===== src/rtl/fetch_buffer_if.sv =====
// Fetch-buffer bus definitions: selector result codes and the bundle of
// handshake/data signals between the fetch stage, instruction memory,
// backend control and the frontend selector.

package fetch_buffer_pkg;
  // Selector result codes
  localparam logic [1:0] RES_INSERT_NOP = 2'd0;
  localparam logic [1:0] RES_POP_DATA   = 2'd1;
  localparam logic [1:0] RES_POP_BUF    = 2'd2;
endpackage

interface fetch_buffer_if;
  logic        stall;
  logic        redirect;
  logic [31:0] redirect_pc;
  logic [31:0] imem_addr;
  logic        imem_valid;
  logic [31:0] imem_data;
  logic [1:0]  result;
  logic        req;
  logic [31:0] cpc;
  logic [31:0] data;
  logic [31:0] bpc;
  logic [31:0] bf;
  logic        sel_en;

  // Fetch stage view
  modport slave (
    input  stall, redirect, redirect_pc, imem_valid, imem_data, result, req,
    output imem_addr, cpc, data, bpc, bf, sel_en
  );

  // Environment view (backend, imem, selector)
  modport master (
    output stall, redirect, redirect_pc, imem_valid, imem_data, result, req,
    input  imem_addr, cpc, data, bpc, bf, sel_en
  );
endinterface


===== src/rtl/fetch_buffer.sv =====
// Front-end fetch stage: owns the fetch PC and a one-entry instruction
// buffer, presents fetched (cpc/data) and buffered (bpc/bf) words to the
// selector and applies the selector's decision to advance/refill.

module fetch_buffer_chk (
  input logic       clk,
  input logic       rst,
  input logic       in_run,
  input logic       adv,
  input logic [1:0] result
);
  // An advancing RUN cycle must carry one of the three defined selector codes
  property p_result_known;
    @(posedge clk) disable iff (rst) (in_run && adv) |-> (result != 2'd3);
  endproperty
  a_result_known: assert property (p_result_known);
endmodule

module fetch_buffer
  import fetch_buffer_pkg::*;
#(
  parameter logic [31:0] RESET_PC = 32'h0000_0000
) (
  input logic           clk,
  input logic           rst,
  fetch_buffer_if.slave bus
);

  typedef enum logic {
    ST_FILL = 1'b0,
    ST_RUN  = 1'b1
  } state_t;

  state_t      state_q, state_d;
  logic [31:0] fpc_q, fpc_d;
  logic [31:0] bpc_q, bpc_d;
  logic [31:0] bf_q, bf_d;
  logic        adv;

  // Redirect beats stall, stall beats an imem wait state
  assign adv = ~bus.redirect & ~bus.stall & bus.imem_valid;

  assign bus.imem_addr = fpc_q;
  assign bus.cpc       = fpc_q;
  assign bus.data      = bus.imem_valid ? bus.imem_data : 32'h0000_0000;
  assign bus.bpc       = bpc_q;
  assign bus.bf        = bf_q;
  assign bus.sel_en    = (state_q == ST_RUN) & bus.imem_valid & ~bus.stall & ~bus.redirect;

  // Next fetch PC, buffer contents and state from redirect/stall/selector decision
  always_comb begin
    fpc_d   = fpc_q;
    bpc_d   = bpc_q;
    bf_d    = bf_q;
    state_d = state_q;
    if (bus.redirect) begin
      // Flush the buffer and restart on a word-aligned target
      fpc_d   = bus.redirect_pc & 32'hFFFF_FFFC;
      bpc_d   = 32'h0000_0000;
      bf_d    = 32'h0000_0000;
      state_d = ST_FILL;
    end else if (adv) begin
      case (state_q)
        ST_FILL: begin
          // A fetched zero word simply leaves the buffer reading as empty
          bpc_d   = fpc_q;
          bf_d    = bus.imem_data;
          fpc_d   = fpc_q + 32'd4;
          state_d = ST_RUN;
        end
        ST_RUN: begin
          case (bus.result)
            RES_POP_BUF, RES_INSERT_NOP: begin
              // Buffered word leaves; the fresh word takes its place
              bpc_d = fpc_q;
              bf_d  = bus.imem_data;
              fpc_d = fpc_q + 32'd4;
            end
            RES_POP_DATA: begin
              fpc_d = fpc_q + 32'd4;
              if (bus.req) begin
                // Buffer empty: take one bubble to refill it
                bpc_d   = 32'h0000_0000;
                bf_d    = 32'h0000_0000;
                state_d = ST_FILL;
              end else begin
                bpc_d = bpc_q;
                bf_d  = bf_q;
              end
            end
            default: begin
              fpc_d = fpc_q;
            end
          endcase
        end
        default: begin
          state_d = ST_FILL;
        end
      endcase
    end else begin
      fpc_d = fpc_q;
    end
  end

  // State and datapath registers; reset discards buffer and pending fill at once
  always_ff @(posedge clk or posedge rst) begin
    if (rst) begin
      fpc_q   <= RESET_PC;
      bpc_q   <= 32'h0000_0000;
      bf_q    <= 32'h0000_0000;
      state_q <= ST_FILL;
    end else begin
      fpc_q   <= fpc_d;
      bpc_q   <= bpc_d;
      bf_q    <= bf_d;
      state_q <= state_d;
    end
  end

  fetch_buffer_chk u_chk (
    .clk    (clk),
    .rst    (rst),
    .in_run (state_q == ST_RUN),
    .adv    (adv),
    .result (bus.result)
  );

endmodule


===== src/flat_wrapper.sv =====
// flat-port wrapper written by rule: the top's interface ports become plain ports
module fetch_buffer_flat import fetch_buffer_pkg::*;
#(
  parameter logic [31:0] RESET_PC = 32'h0000_0000
)
  (clk, rst, bus_stall, bus_redirect, bus_redirect_pc, bus_imem_valid, bus_imem_data, bus_result, bus_req, bus_imem_addr, bus_cpc, bus_data, bus_bpc, bus_bf, bus_sel_en);
  fetch_buffer_if bus_i ();
  input logic clk;
  input logic rst;
  input wire logic [$bits(bus_i.stall)-1:0] bus_stall;
  input wire logic [$bits(bus_i.redirect)-1:0] bus_redirect;
  input wire logic [$bits(bus_i.redirect_pc)-1:0] bus_redirect_pc;
  input wire logic [$bits(bus_i.imem_valid)-1:0] bus_imem_valid;
  input wire logic [$bits(bus_i.imem_data)-1:0] bus_imem_data;
  input wire logic [$bits(bus_i.result)-1:0] bus_result;
  input wire logic [$bits(bus_i.req)-1:0] bus_req;
  output wire logic [$bits(bus_i.imem_addr)-1:0] bus_imem_addr;
  output wire logic [$bits(bus_i.cpc)-1:0] bus_cpc;
  output wire logic [$bits(bus_i.data)-1:0] bus_data;
  output wire logic [$bits(bus_i.bpc)-1:0] bus_bpc;
  output wire logic [$bits(bus_i.bf)-1:0] bus_bf;
  output wire logic [$bits(bus_i.sel_en)-1:0] bus_sel_en;
  assign bus_i.stall = bus_stall;
  assign bus_i.redirect = bus_redirect;
  assign bus_i.redirect_pc = bus_redirect_pc;
  assign bus_i.imem_valid = bus_imem_valid;
  assign bus_i.imem_data = bus_imem_data;
  assign bus_i.result = bus_result;
  assign bus_i.req = bus_req;
  assign bus_imem_addr = bus_i.imem_addr;
  assign bus_cpc = bus_i.cpc;
  assign bus_data = bus_i.data;
  assign bus_bpc = bus_i.bpc;
  assign bus_bf = bus_i.bf;
  assign bus_sel_en = bus_i.sel_en;
  fetch_buffer #(.RESET_PC(RESET_PC)) u_core (.clk(clk), .rst(rst), .bus(bus_i));
endmodule

===== config.mk =====
export PLATFORM = sky130hd
export DESIGN_NAME = fetch_buffer_flat
export DESIGN_NICKNAME = d
export VERILOG_FILES = /design/src/rtl/fetch_buffer_if.sv /design/src/rtl/fetch_buffer.sv /design/src/flat_wrapper.sv
export SDC_FILE = /design/constraint.sdc
export NUM_CORES = 1
export LEC_CHECK = 0
export CORE_MARGIN = 2
export CORE_UTILIZATION = 38
export DETAILED_ROUTE_END_ITERATION = 7
export PLACE_DENSITY = 0.78
export SLEW_MARGIN = 20
export SYNTH_ARGS = -nofsm -noshare
export SYNTH_HDL_FRONTEND = slang
export SYNTH_SLANG_ARGS = --single-unit

===== constraint.sdc =====
create_clock -name clk -period 3.1 [get_ports clk]
set_input_delay 0.62 -clock clk [delete_from_list [all_inputs] [get_ports clk]]
set_output_delay 0.62 -clock clk [all_outputs]
set_load 0.02 [all_outputs]

==> summary.md <==
| Metric | Value |
|---|---|
| CTS Hold Bufs | `0` |
| CP Max Fanout | `32` |
| Yosys cell types | `50` |
| Skew-Pair Late Insertion Delay | `~0.34 ns` |
| ANT cells | `0` |
| Clk buf depth | `2` |
| Syn Area/Cell | `approximately 8.5 µm²` |
| Ports | `approximately 230` |
| RePlAce Congestion | `0.814` |
| Pleak | `0.00299 µW` |
| Resized cells post-CTS | `0` |
| Worst setup margin | `around 0.18 ns` |
| Total global routing overflow | `0` |
| Hold Vio Cnt, Final | `0` |
| Worst-Margin Slew | `around 0.84 ns` |
| Pre-CTS WS | `0.186 ns` |
| Worst reg-to-reg path cell count | `4` |
| CP required | `2.48 ns` |
| Via count | `between 4000 and 5000` |
| Initial antenna violation count | `0` |
| End-of-flow core utilization | `58.7%` |
| Die ar. | `between 10000 and 15000 µm²` |
| Largest cells by area after synthesis | `dfrtp_1 (48%), nand2_1 (11%), o21ai_0 (7.7%)` |
| Hpwl dp | `about 11 mm` |
| Max-cap viol count | `0` |
| Pwr dens | `482 nW/µm²` |
| RSZ-0062 raised after global routing | `no` |
| Synth Flop Type | `dfrtp_1` |
| Top cell type's share of synthesized area | `47.7%` |
| CTS clk-pin slew, worst paths | `about 0.06 ns` |
| DR vias/cell | `~5.2` |
| Layout cells sized above 1 | `under 10%` |
| CTS Buf Count | `9` |
| Critical path endpoint category | `output pin` |
| Setup violations, final | `0` |
| Aggregate global-route resource usage | `around a fifth` |
| Synth warn | `0` |
| WHS Path Cells | `2` |
| Detailed Route WL | `approximately 15 mm` |
| Post-synth ARST share | `100%` |
| Critical Path AT | `~2.3 ns` |
| Final slew viol count | `0` |
| Number of fillers in the final layout | `1135` |
| Slew Limit Headroom | `43.7%` |
| Post-synth EDFFs | `0` |
| Number of remaining DRC errors | `0` |
| Clock Sinks | `94` |
| Clk_skew | `~0.0086 ns` |
| Highest clock rate | `about 340 MHz` |
| Worst Hold Slack | `0.477 ns` |
| Setup TNS | `0 ns` |
| Sequential cell area | `about 2400 µm²` |
| Fin crit share | `94.0%` |
| Multi-input gate area in the final layout | `2160 µm²` |
| Die Width | `around 120 µm` |
| Initial core utilization | `approximately 39%` |
| Clk root buf | `clkbuf_16` |
| ANT nets after route | `0` |
| Post-CTS Setup Inserts | `0` |
| CTS tree | `built` |
| Initial DRC Count | `284` |
| Peak supply drop | `0.000216 V` |
| Vias in the first global route | `~4700` |
| First-pass GRT wire length | `~24 mm` |
| Final net count | `between 800 and 900` |
| Tmin final | `~3 ns` |
| Post-Syn Area | `slightly below 5000 µm²` |
| Drt first pass iters | `5` |
| Avg WL per Cell | `roughly 16 µm` |
| Setup slack, reg-to-reg | `0.74 ns` |
| Setup Crit Path Kind | `primary input to output pin` |
| Area leader, netlist | `dfrtp_1` |
| Chip height | `around 120 µm` |
| Placeable Area | `around 13000 µm²` |
| Site Rows | `approximately 40` |
| H-tree levels | `3` |
| Area Overhead vs Synth | `50.4%` |
| Post-synthesis sequential area ratio | `a little under half` |
| IO Port Bufs | `between 200 and 250` |
| Gate Count Post-Synth | `577` |
| Pin count of the biggest net entering global routing | `~130` |
| Setup crit start kind | `primary input` |
| Seq cells post-synth | `94` |
| Hold Crit Class | `register to register` |
| Status | `finished, final reports clean` |
## flip-flops by register name, summed over array words and instances, names as in the netlist
register and cells:
u_core.bus.bf 32, u_core.bus.bpc 31, u_core.bus.cpc 30, u_core.state_q 1
## layout make-up
type	instances	area share [%]
Multi-Input combinational cell	407	29.1
Clock inverter	5	0.776
Tap cell	172	2.90
Clock buffer	11	3.41
Timing Repair Buffer	233	31.7
Sequential cell	94	31.7
Inverter	7	0.388
## report_power, final
part           internal (µW)  switching, µW  leakage [µW]
combinational            468            511       0.00165
sequential              1340            130       0.00118
clock                    669            459      0.000155
## kinds of logic after synthesis
group / share of synthesized area [%]
AND/OR/NAND/NOR: 27.4
buffers and inverters: 9.01
multiplexers: 0.609
flip-flops: 47.7
other: 0.0761
AO/OA/AOI/OAI: 13.5
adder cells (fa/ha/maj): 0.254
XOR/XNOR: 1.42
## per-stage QoR
stage,std cells,power (µW),cell area [µm²]
final,929,3580,7410
after global routing,929,3740,7410
after CTS,929,3610,7410
after detailed placement,913,2470,7100
after global placement,913,2450,7100
after floorplan,580,1980,4940
## critical path, stage by stage
cell and delay (ns):
clkdlybuf4s50_1 0.58, buf_4 0.30, and2_1 0.17, clkdlybuf4s50_1 0.62
## layer usage
metal | share of wire, % | global-route usage (%)
met1 | 43 | 27.6
met2 | 48 | 34.9
met3 | 7.5 | 4.22
met4 | 1.8 | 8.13
met5 | 0 | 0
## cells in the final DEF (no fill, tap or decap), drive strengths merged, types with 3 or more instances in the layout
master / n
o31ai: 9
nand4: 14
o311ai: 5
mux2i: 3
or4: 8
buf: 8
dfrtp: 94
o21ai: 76
nor2b: 4
nand2: 149
clkinv: 5
nor2: 15
xnor2: 3
conb: 4
clkdlybuf4s50: 225
clkbuf: 11
nor3: 5
and4: 4
inv: 6
nor4: 6
nand3: 21
and2: 35
and3: 5
xor2: 5
a31oi: 13
## path summary, 6_finish.rpt
kind | start | to
min | u_core.bus.bpc[12] | u_core.bus.bpc[12]
max | bus_imem_valid | bus_data[24]
min in group asynchronous | rst | u_core.bus.bf[25]
max reg2reg | u_core.bus.cpc[7] | u_core.bus.cpc[19]
max in group asynchronous | rst | u_core.bus.cpc[15]
min reg2reg | u_core.bus.bpc[12] | u_core.bus.bpc[12]
## cell usage after synthesis (2+ instances only)
| library cell | n |
|---|---|
| nor4_1 | 6 |
| o21ai_0 | 76 |
| or4_1 | 8 |
| or2_2 | 2 |
| and3_1 | 5 |
| buf_4 | 37 |
| nand2_1 | 148 |
| buf_2 | 7 |
| xor2_1 | 5 |
| a22o_1 | 2 |
| mux2i_1 | 3 |
| nand3_1 | 20 |
| xnor2_1 | 3 |
| nor2_1 | 15 |
| o31ai_1 | 9 |
| inv_1 | 6 |
| o311ai_0 | 5 |
| nand4_1 | 14 |
| nor2b_1 | 4 |
| a21oi_1 | 2 |
| clkbuf_1 | 27 |
| and4_1 | 4 |
| nor3_1 | 4 |
| dfrtp_1 | 94 |
| and2_1 | 35 |
| a31oi_1 | 12 |
Note: power is estimated with default switching activity, not from simulation.
